## config.mk

```make
export PLATFORM = sky130hd
export DESIGN_NAME = brent_kung_pipe_adder
export DESIGN_NICKNAME = d
export VERILOG_FILES = /design/src/rtl/brent_kung_pipe_adder.sv
export SDC_FILE = /design/constraint.sdc
export NUM_CORES = 1
export LEC_CHECK = 0
export CORE_ASPECT_RATIO = 1.1
export CORE_MARGIN = 1.5
export CORE_UTILIZATION = 41
export CTS_CLUSTER_DIAMETER = 200
export CTS_CLUSTER_SIZE = 10
export DETAILED_ROUTE_END_ITERATION = 6
export DONT_BUFFER_PORTS = 1
export PLACE_DENSITY = 0.55
export SLEW_MARGIN = 20
export SYNTH_ARGS = -nofsm -noshare
export SYNTH_HDL_FRONTEND = slang
export SYNTH_SLANG_ARGS = --single-unit
export TNS_END_PERCENT = 50
```

## constraint.sdc

```tcl
create_clock -name clk -period 1.5 [get_ports clk]
set_input_delay 0.3 -clock clk [delete_from_list [all_inputs] [get_ports clk]]
set_output_delay 0.3 -clock clk [all_outputs]
set_load 0.03 [all_outputs]
```

## src/rtl/brent_kung_pipe_adder.sv

```systemverilog
// rtl/brent_kung_pipe_adder.sv - pipelined Brent-Kung prefix adder with valid/ready flow control
module brent_kung_pipe_adder #(
   parameter int WIDTH  = 12,
   parameter int STAGES = 2
) (
   input  logic             clk,
   input  logic             rst,
   input  logic             in_valid,
   output logic             in_ready,
   input  logic [WIDTH-1:0] a,
   input  logic [WIDTH-1:0] b,
   input  logic             cin,
   output logic             out_valid,
   input  logic             out_ready,
   output logic [WIDTH-1:0] sum,
   output logic             cout,
   output logic             ovf
);

   // Node 0 is the carry-in (position -1); node i+1 is operand bit i.
   // After the full network, node i holds the carry into bit i.
   localparam int N   = WIDTH + 1;
   localparam int LOG = $clog2(N);
   localparam int NL  = 2 * LOG - 1;

   // Apply prefix levels [lo, hi) of the up-sweep/down-sweep network to {G,P}.
   function automatic logic [2*N-1:0] prefix_levels(input logic [N-1:0] g_in,
                                                     input logic [N-1:0] p_in,
                                                     input int lo,
                                                     input int hi);
      logic [N-1:0] g, p, gn, pn;
      g = g_in;
      p = p_in;
      for (int d = 0; d < LOG; d++) begin
         if (d >= lo && d < hi) begin
            gn = g;
            pn = p;
            for (int i = 0; i < N; i++) begin
               if ((i + 1) % (2 << d) == 0) begin
                  gn[i] = g[i] | (p[i] & g[i-(1<<d)]);
                  pn[i] = p[i] & p[i-(1<<d)];
               end
            end
            g = gn;
            p = pn;
         end
      end
      for (int d = LOG - 2; d >= 0; d--) begin
         if ((2*LOG-2-d) >= lo && (2*LOG-2-d) < hi) begin
            gn = g;
            pn = p;
            for (int i = 0; i < N; i++) begin
               if (((i + 1) % (2 << d) == (1 << d)) && (i >= (2 << d))) begin
                  gn[i] = g[i] | (p[i] & g[i-(1<<d)]);
                  pn[i] = p[i] & p[i-(1<<d)];
               end
            end
            g = gn;
            p = pn;
         end
      end
      return {g, p};
   endfunction

   logic [STAGES-1:0] v;
   logic [STAGES-1:0] vin;
   logic [STAGES-1:0] en;

   logic [N-1:0]     st_g  [STAGES];
   logic [N-1:0]     st_p  [STAGES];
   logic [WIDTH-1:0] st_pb [STAGES];

   // Load enables: a stage loads when empty or when its content moves on this cycle.
   always_comb begin
      logic chain;
      en    = '0;
      vin   = '0;
      chain = out_ready;
      for (int s = STAGES - 1; s >= 0; s--) begin
         en[s] = ~v[s] | chain;
         chain = en[s];
      end
      vin[0] = in_valid;
      for (int s = 1; s < STAGES; s++) begin
         vin[s] = v[s-1];
      end
   end

   assign in_ready  = ~rst & en[0];
   assign out_valid = v[STAGES-1];

   // Per-stage valid bits; a bubble is overwritten as soon as upstream has data.
   always_ff @(posedge clk) begin
      if (rst) begin
         v <= '0;
      end else begin
         for (int s = 0; s < STAGES; s++) begin
            if (en[s]) v[s] <= vin[s];
         end
      end
   end

   for (genvar s = 0; s < STAGES; s++) begin : g_stage
      localparam int LO = (NL * s) / STAGES;
      localparam int HI = (NL * (s + 1)) / STAGES;

      logic [2*N-1:0] gp_out;

      if (s == 0) begin : g_first
         assign st_g[0]  = {a & b, cin};
         assign st_p[0]  = {a ^ b, 1'b0};
         assign st_pb[0] = a ^ b;
      end

      assign gp_out = prefix_levels(st_g[s], st_p[s], LO, HI);

      if (s < STAGES - 1) begin : g_mid
         logic [N-1:0]     g_r, p_r;
         logic [WIDTH-1:0] pb_r;

         // Capture partially combined group signals for the next stage.
         always_ff @(posedge clk) begin
            if (rst) begin
               g_r  <= '0;
               p_r  <= '0;
               pb_r <= '0;
            end else if (en[s] && vin[s]) begin
               g_r  <= gp_out[2*N-1:N];
               p_r  <= gp_out[N-1:0];
               pb_r <= st_pb[s];
            end
         end

         assign st_g[s+1]  = g_r;
         assign st_p[s+1]  = p_r;
         assign st_pb[s+1] = pb_r;
      end else begin : g_last
         logic [N-1:0] carry;
         logic         unused_p;

         assign carry    = gp_out[2*N-1:N];
         assign unused_p = ^gp_out[N-1:0];

         // Final stage registers the result; held while the consumer stalls.
         always_ff @(posedge clk) begin
            if (rst) begin
               sum  <= '0;
               cout <= 1'b0;
               ovf  <= 1'b0;
            end else if (en[s] && vin[s]) begin
               sum  <= st_pb[s] ^ carry[WIDTH-1:0];
               cout <= carry[WIDTH];
               ovf  <= carry[WIDTH] ^ carry[WIDTH-1];
            end
         end
      end
   end

endmodule

```

==> metrics.log, run 1 <==
INFO  metric outcome = complete, no violations
INFO  metric min_period_over_period = 0.928
INFO  metric syn2layout_area_growth = 6.42%
INFO  metric crit_family = flip-flops
INFO  metric timing.critical_path.fanout_max = 4
INFO  metric vias = 1497
INFO  metric hold_slack = 0.0714 ns
INFO  metric synth.cell_area = 0.00201 mm²
INFO  metric yosysSeqAreaShare = 0.439
INFO  metric drive_gt1_frac = 0.0844
INFO  metric place_congestion = 0.757
INFO  metric synthesis.yosys.warnings = 0
INFO  metric clock_sink_total = 44
INFO  metric numCtsBuffers = 5
INFO  metric start_util = 0.429
INFO  metric worst-r2r-cell-count = 6
INFO  metric dr.first_iter.drc_count = 62
INFO  metric critical-path-slowest-cell = sky130_fd_sc_hd__dfxtp_1
INFO  metric regToRegSetupSlack = 0.21 ns
INFO  metric timing.critical_path.from_type = register
INFO  metric grt_start_max_net_pins = 47
INFO  metric post_synth.cell_area_avg = 8.44 µm²
INFO  metric worstMarginPinSlew = 0.391 ns
INFO  metric h-tree-depth = 2
INFO  metric die_w = 69.7 µm
INFO  metric critical_path.reg2reg.startpoint = g_stage[0].g_mid.g_r[7]$_SDFFE_PP0P_
INFO  metric critical_path_arrival = 1.09 ns
INFO  metric clockBufferDepth = 2
INFO  metric place_hpwl = 2800 µm
INFO  metric crit_top_cell = sky130_fd_sc_hd__nor2_1
INFO  metric placement.io_buffers = 0
INFO  metric timing.setup.tns = 0 ns
INFO  metric nets = 285
INFO  metric post-cts-setup-buffers = 0
INFO  metric antenna_cells_inserted = 0
INFO  metric drtPass1Iterations = 4
INFO  metric cpPeakStageDelay = 0.37 ns
INFO  metric dp.cells = 287
INFO  metric cellLeakagePower = 0.853 nW
INFO  metric max_cap_viol_count = 0
INFO  metric irDropWorstVdd = 0.414 mV
INFO  metric setup.worst_path.start = v[1]$_SDFFE_PP0P_
INFO  metric class_of_the_tightest_hold_or_removal_check = input port to register
INFO  metric net_count_after_synthesis = 285
INFO  metric final-setup-viol-count = 0
INFO  metric dieHeight = 76.4 µm
INFO  metric hold_path_depth = 1
INFO  metric crit_path_cell_trace = nand2b_2, nor2_1, nor2_1, buf_4
INFO  metric die-area = 0.00533 mm²
INFO  metric route.final.wire_length = 3880 µm
INFO  metric post_drt_wl_per_cell = 13.3 µm
INFO  metric final-hold-violation-count = 0
INFO  metric rows = 26
INFO  metric regToRegEndpoint = ovf$_SDFFE_PP0P_
INFO  metric yosys.cell_types.count = 26
INFO  metric syn_inst = 238
INFO  metric post-route-min-period = 1.39 ns
INFO  metric clock_skew = 0.00611 ns
INFO  metric timing_max_transition_violations_final = 0
INFO  metric postSynthRegisterBits = 44
INFO  metric layoutNonFillerInstCount = 293
INFO  metric pre_cts_setup_slack = 0.0496 ns
INFO  metric first_pass_grt_wire_length = 6590 µm
INFO  metric slew_headroom = 0.739
INFO  metric initial_antenna_violation_count = 0
INFO  metric power.density_cell_area = 1160 mW/mm²
INFO  metric ctsResizeCount = 0
INFO  metric grt_pass1_vias = 1359
INFO  metric coreArea = 0.00468 mm²
INFO  metric hold-path-endpoint = sum[4]$_SDFFE_PP0P_
INFO  metric clock-root-buffer = sky130_fd_sc_hd__clkbuf_8
INFO  metric worst_setup_path_end_kind = primary output
INFO  metric hp-start = rst
INFO  metric post_cts_hold_buffer_count = 0
INFO  metric grt_util_all_layers = 0.154
INFO  metric cts_tree = yes
INFO  metric grt_setup_unrepaired = false
INFO  metric cp_data_required_time = 1.20 ns
INFO  metric globalRoute.totalOverflow = 0
INFO  metric detail_route.drc_violations = 0
INFO  metric viasPerCell = 5.11
INFO  metric clock_latency = 0.29 ns
INFO  metric critical_path_buf_inv_count = 1
INFO  metric final_antenna_net_count = 0
INFO  metric layout.core_utilization = 0.456
INFO  metric timing.setup.critical_path_class = register to primary output
INFO  metric worst_slack_setup_final = 0.108 ns
INFO  metric ioPinCount = 45
INFO  metric clock.fmax = 718 MHz
INFO  metric clk_pin_slew = 0.08 ns
[per-stage QoR]
step	instance area [µm²]	power [W]
2_1_floorplan	2010	0.00160
3_3_place_gp	2040	0.00166
3_5_place_dp	2040	0.00166
4_1_cts	2140	0.00252
5_1_grt	2140	0.00261
6_report	2140	0.00247
[worst max path at each step]
stage / endpoint / slack, ns / depth (start not counted)
6_report: in_ready / 0.11 / 4
4_1_cts: in_ready / 0.08 / 4
3_3_place_gp: g_stage[0].g_mid.g_r[7]$_SDFFE_PP0P_ / 0.05 / 5
3_5_place_dp: g_stage[0].g_mid.g_r[7]$_SDFFE_PP0P_ / 0.05 / 5
2_1_floorplan: in_ready / 0.11 / 3
5_1_grt: in_ready / 0.02 / 4
[logic make-up after synthesis]
group | count (synthesis) | share of synthesized area
AOI/OAI and AO/OA | 51 | 0.155
xor gates and xnor gates | 7 | 0.0305
adders and majority gates | 18 | 0.112
buffers and inverters | 16 | 0.0561
DFF | 44 | 0.439
and+or+nand+nor | 102 | 0.207
[per-layer routing]
metal	GRT usage	vias up	share of wire
met5	0	-	0
met4	0.0462	0	0.0075
met3	0.0437	4	0.051
met2	0.234	32	0.46
met1	0.215	669	0.48
li1	-	792	-
[cells in the mapped netlist]
cell type | instances | area, µm²
sky130_fd_sc_hd__nand2_1 | 66 | 248
sky130_fd_sc_hd__dfxtp_1 | 44 | 881
sky130_fd_sc_hd__a21oi_1 | 38 | 190
sky130_fd_sc_hd__nor2_1 | 22 | 82.6
sky130_fd_sc_hd__ha_1 | 18 | 225
sky130_fd_sc_hd__xnor2_1 | 7 | 61.3
sky130_fd_sc_hd__a211oi_2 | 5 | 62.6
sky130_fd_sc_hd__buf_6 | 5 | 56.3
sky130_fd_sc_hd__a21o_1 | 3 | 22.5
sky130_fd_sc_hd__buf_2 | 3 | 15.0
sky130_fd_sc_hd__buf_4 | 3 | 22.5
sky130_fd_sc_hd__clkbuf_1 | 3 | 11.3
sky130_fd_sc_hd__nand3_1 | 3 | 15.0
sky130_fd_sc_hd__nor3_1 | 3 | 15.0
sky130_fd_sc_hd__and2_1 | 2 | 12.5
sky130_fd_sc_hd__inv_1 | 2 | 7.51
sky130_fd_sc_hd__nand4_1 | 2 | 12.5
sky130_fd_sc_hd__a2111oi_0 | 1 | 8.76
sky130_fd_sc_hd__a211oi_1 | 1 | 7.51
sky130_fd_sc_hd__and2_4 | 1 | 8.76
sky130_fd_sc_hd__nand2b_2 | 1 | 8.76
sky130_fd_sc_hd__nand3b_1 | 1 | 7.51
sky130_fd_sc_hd__nor2b_1 | 1 | 6.26
sky130_fd_sc_hd__o21ai_0 | 1 | 5.00
sky130_fd_sc_hd__o21bai_1 | 1 | 7.51
sky130_fd_sc_hd__o31ai_1 | 1 | 7.51
[layout by cell type, fill, tap and decap left out, types with 2 or more instances in the layout]
cell,n
sky130_fd_sc_hd__nand2_1,66
sky130_fd_sc_hd__nor3_1,3
sky130_fd_sc_hd__xnor2_1,7
sky130_fd_sc_hd__dfxtp_1,44
sky130_fd_sc_hd__ha_1,18
sky130_fd_sc_hd__a21o_1,3
sky130_fd_sc_hd__nand4_1,2
sky130_fd_sc_hd__clkbuf_8,5
sky130_fd_sc_hd__a211oi_2,5
sky130_fd_sc_hd__buf_4,6
sky130_fd_sc_hd__nand3_1,3
sky130_fd_sc_hd__nor2_1,22
sky130_fd_sc_hd__and2_1,2
sky130_fd_sc_hd__a21oi_1,38
sky130_fd_sc_hd__inv_1,2
[registers in the layout, summed over array words and instances (netlist names)]
signal / count
g_stage.g_mid.g_r: 13
g_stage.g_mid.pb_r: 12
sum: 12
g_stage.g_mid.p_r: 3
v: 2
cout: 1
ovf: 1
[cell type report]
class | count | area (µm²)
Fill cell | 508 | 2550
Sequential cell | 44 | 881
Timing Repair Buffer | 7 | 65.1
Clock buffer | 5 | 68.8
Clock inverter | 1 | 30.0
Multi-Input combinational cell | 178 | 1010
Tap cell | 56 | 70.1
Inverter | 2 | 7.51
[report_power, final]
part           internal, W  switching [W]  leakage, nW  total, W
clock             0.000478       0.000369       0.0501  0.000847
combinational     0.000136       0.000166        0.442  0.000302
sequential         0.00124      0.0000834        0.361   0.00132
total              0.00185       0.000619        0.853   0.00247
Note: power is estimated with default switching activity, not from simulation.
==> inputs of run 2 (changes only) <==
--- a/config.mk
+++ b/config.mk
@@ -13,7 +13,6 @@
 export DETAILED_ROUTE_END_ITERATION = 6
 export DONT_BUFFER_PORTS = 1
 export PLACE_DENSITY = 0.55
-export SLEW_MARGIN = 20
 export SYNTH_ARGS = -nofsm -noshare
 export SYNTH_HDL_FRONTEND = slang
 export SYNTH_SLANG_ARGS = --single-unit
==> results of run 2 <==
Final layout, timing and power as in run 1 (identical DEF).
==> inputs of run 3 (changes only) <==
==> constraint.sdc (replaced) <==
create_clock -name clk -period 1.6 [get_ports clk]
set_input_delay 0.32 -clock clk [delete_from_list [all_inputs] [get_ports clk]]
set_output_delay 0.32 -clock clk [all_outputs]
set_load 0.03 [all_outputs]
==> metrics.log, run 3 (synthesis gave the netlist of run 1 again) <==
INFO  metric outcome = complete, no violations
INFO  metric die-area = 0.00533 mm² (unchanged)
INFO  metric power.share.sequential = 0.566 (+0.031)
INFO  metric timing.critical_path.from_type = register
INFO  metric power_report.internal_total = 0.00158 W (-15%)
INFO  metric min_period_over_period = 0.927
INFO  metric worst_setup_path_end_kind = primary output
INFO  metric vias = 1482 (-1.0%)
INFO  metric power.share.combinational = 0.128 (+0.006)
INFO  metric clock_skew = 0.00852 ns (+0.00241 ns)
INFO  metric viasPerCell = 5.08 (-0.66%)
INFO  metric die_w = 69.7 µm (unchanged)
INFO  metric largest_reg_flops = 13 (unchanged)
INFO  metric grt_setup_unrepaired = false
INFO  metric grt_util_all_layers = 0.158 (+0.00387)
INFO  metric ctsResizeCount = 0 (unchanged)
INFO  metric place_hpwl = 2880 µm (+3.0%)
INFO  metric clockPowerShare = 0.306 (-0.037)
INFO  metric final_antenna_net_count = 0 (unchanged)
INFO  metric clock.fmax = 674 MHz
INFO  metric worst_slack_setup_final = 0.117 ns (+0.00951 ns)
INFO  metric post-cts-setup-buffers = 0 (unchanged)
INFO  metric cts_tree = yes
INFO  metric max_cap_viol_count = 0 (unchanged)
INFO  metric worstMarginPinSlew = 0.410 ns (+0.0188 ns)
INFO  metric final-hold-violation-count = 0 (unchanged)
INFO  metric timing.setup.tns = 0 ns (unchanged)
INFO  metric grt_pass1_vias = 1457 (+7.2%)
INFO  metric first_pass_grt_wire_length = 6770 µm (+2.7%)
INFO  metric nets = 283 (-0.70%)
INFO  metric grt_start_max_net_pins = 47 (unchanged)
INFO  metric layout.filler_cells = 508 (unchanged)
INFO  metric final_cell_mix = sky130_fd_sc_hd__nand2_1 (66), sky130_fd_sc_hd__dfxtp_1 (43), sky130_fd_sc_hd__a21oi_1 (38)
INFO  metric initial_antenna_violation_count = 0 (unchanged)
INFO  metric cp_data_required_time = 1.28 ns (+0.08 ns)
INFO  metric clock_latency = 0.29 ns (about the same)
INFO  metric irDropWorstVdd = 0.539 mV (+30%)
INFO  metric layout.cells.most_common = sky130_fd_sc_hd__nand2_1
INFO  metric dieHeight = 76.4 µm (unchanged)
INFO  metric route.final.wire_length = 3990 µm (+2.8%)
INFO  metric globalRoute.totalOverflow = 0 (unchanged)
INFO  metric antenna_cells_inserted = 0 (unchanged)
INFO  metric clock-root-buffer = sky130_fd_sc_hd__clkbuf_8
INFO  metric timing.critical_path.fanout_max = 4 (unchanged)
INFO  metric place_congestion = 0.770 (+1.8%)
INFO  metric cpPeakStageDelay = 0.34 ns (-0.03 ns)
INFO  metric pre_cts_setup_slack = 0.122 ns (+0.0725 ns)
INFO  metric p_sw = 0.000609 W (-1.5%)
INFO  metric numCtsBuffers = 5 (unchanged)
INFO  metric power.switching_fraction = 0.278 (+0.0279)
INFO  metric post_cts_hold_buffer_count = 0 (unchanged)
INFO  metric timing_max_transition_violations_final = 0 (unchanged)
INFO  metric placement.io_buffers = 0 (unchanged)
INFO  metric post_drt_wl_per_cell = 13.7 µm (+3.1%)
INFO  metric post-route-min-period = 1.48 ns
INFO  metric critical-path-slowest-cell = sky130_fd_sc_hd__dfxtp_2
INFO  metric drive_gt1_frac = 0.0890 (+0.00459)
INFO  metric cellLeakagePower = 0.835 nW (-2.2%)
INFO  metric critical_path_arrival = 1.16 ns (+0.07 ns)
INFO  metric final-setup-viol-count = 0 (unchanged)
INFO  metric drtPass1Iterations = 4 (unchanged)
INFO  metric clock_sink_total = 44 (unchanged)
INFO  metric start_util = 0.429 (unchanged)
INFO  metric dr.first_iter.drc_count = 68 (+9.7%)
INFO  metric clockBufferDepth = 2 (unchanged)
INFO  metric syn2layout_area_growth = 5.17%
INFO  metric detail_route.drc_violations = 0 (unchanged)
INFO  metric class_of_the_tightest_hold_or_removal_check = input port to register
INFO  metric reg.largest.list = g_stage.g_mid.g_r: 13 flops, g_stage.g_mid.pb_r: 12 flops, sum: 12 flops
INFO  metric crit_path_cell_trace = buf_6, nand2b_2, nor2_2, nor2_1, buf_4
INFO  metric slew_headroom = 0.726 (-0.0126)
INFO  metric timing.setup.critical_path_class = register to primary output
INFO  metric rows = 26 (unchanged)
INFO  metric coreArea = 0.00468 mm² (unchanged)
INFO  metric power.density_cell_area = 1040 mW/mm² (-10%)
INFO  metric h-tree-depth = 2 (unchanged)
INFO  metric regMostFlops = g_stage.g_mid.g_r
INFO  metric clk_pin_slew = 0.08 ns (about the same)
INFO  metric ioPinCount = 45 (unchanged)
-- run 3: path summary, 6_finish.rpt --
path,endpoint,slack (ns),start,depth (start not counted)
worst max-delay path,in_ready,0.12,v[1]$_SDFFE_PP0P_,5
worst min-delay path,cout$_SDFFE_PP0P_,0.08,rst,1
worst max register to register,g_stage[0].g_mid.g_r[11]$_SDFFE_PP0P_,0.25,v[0]$_SDFFE_PP0N_,4
worst min register to register,g_stage[0].g_mid.g_r[6]$_SDFFE_PP0P_,0.45,g_stage[0].g_mid.g_r[6]$_SDFFE_PP0P_,2
-- run 3: metal layers --
layer / up-vias / wire length [µm] / track usage / part of all wire
met3: 4 / 191 / 0.0450 / 0.048
li1: 787 / - / - / -
met5: - / 0 / 0 / 0
met1: 661 / 1880 / 0.189 / 0.47
met2: 30 / 1880 / 0.270 / 0.47
met4: 0 / 40 / 0.0577 / 0.010
-- run 3: area by class of cell --
| cell class | instances | area, µm² | area share |
|---|---|---|---|
| multi-input cells | 178 | 1020 | 0.482 |
| flip-flops and latches | 44 | 882 | 0.418 |
| well taps | 56 | 70.1 | 0.0332 |
| clock buffers | 5 | 68.8 | 0.0326 |
| repair buffers | 5 | 53.8 | 0.0255 |
| clock inverters | 2 | 12.5 | 0.00592 |
| inverters | 2 | 7.51 | 0.00355 |
-- run 3: critical path, delay by kind of cell, from the launching register on --
kind | cells | cell delay, ns
buffers and inverters | 2 | 0.29
and+or+nand+nor | 3 | 0.24
DFF | 1 | 0.34
-- run 3: through the flow --
| stage | hold slack [ns] | cells | total power, W | util | instance area, µm² |
|---|---|---|---|---|---|
| floorplan | 0.432 | 238 | 0.00150 | - | 2010 |
| global placement | 0.390 | 285 | 0.00155 | 0.432 | 2020 |
| detailed placement | 0.390 | 285 | 0.00155 | 0.432 | 2020 |
| CTS | 0.0686 | 292 | 0.00222 | 0.449 | 2100 |
| global route | 0.0571 | 292 | 0.00231 | 0.451 | 2110 |
| finish | 0.0812 | 292 | 0.00219 | 0.451 | 2110 |
-- run 3: power groups by stage --
stage	registers, W	logic [W]	clock network, W
global placement	0.00126	0.000283	0
floorplan	0.00126	0.000247	0
CTS	0.00124	0.000286	0.000692
detailed placement	0.00127	0.000285	0
finish	0.00124	0.000280	0.000670
global route	0.00125	0.000327	0.000734
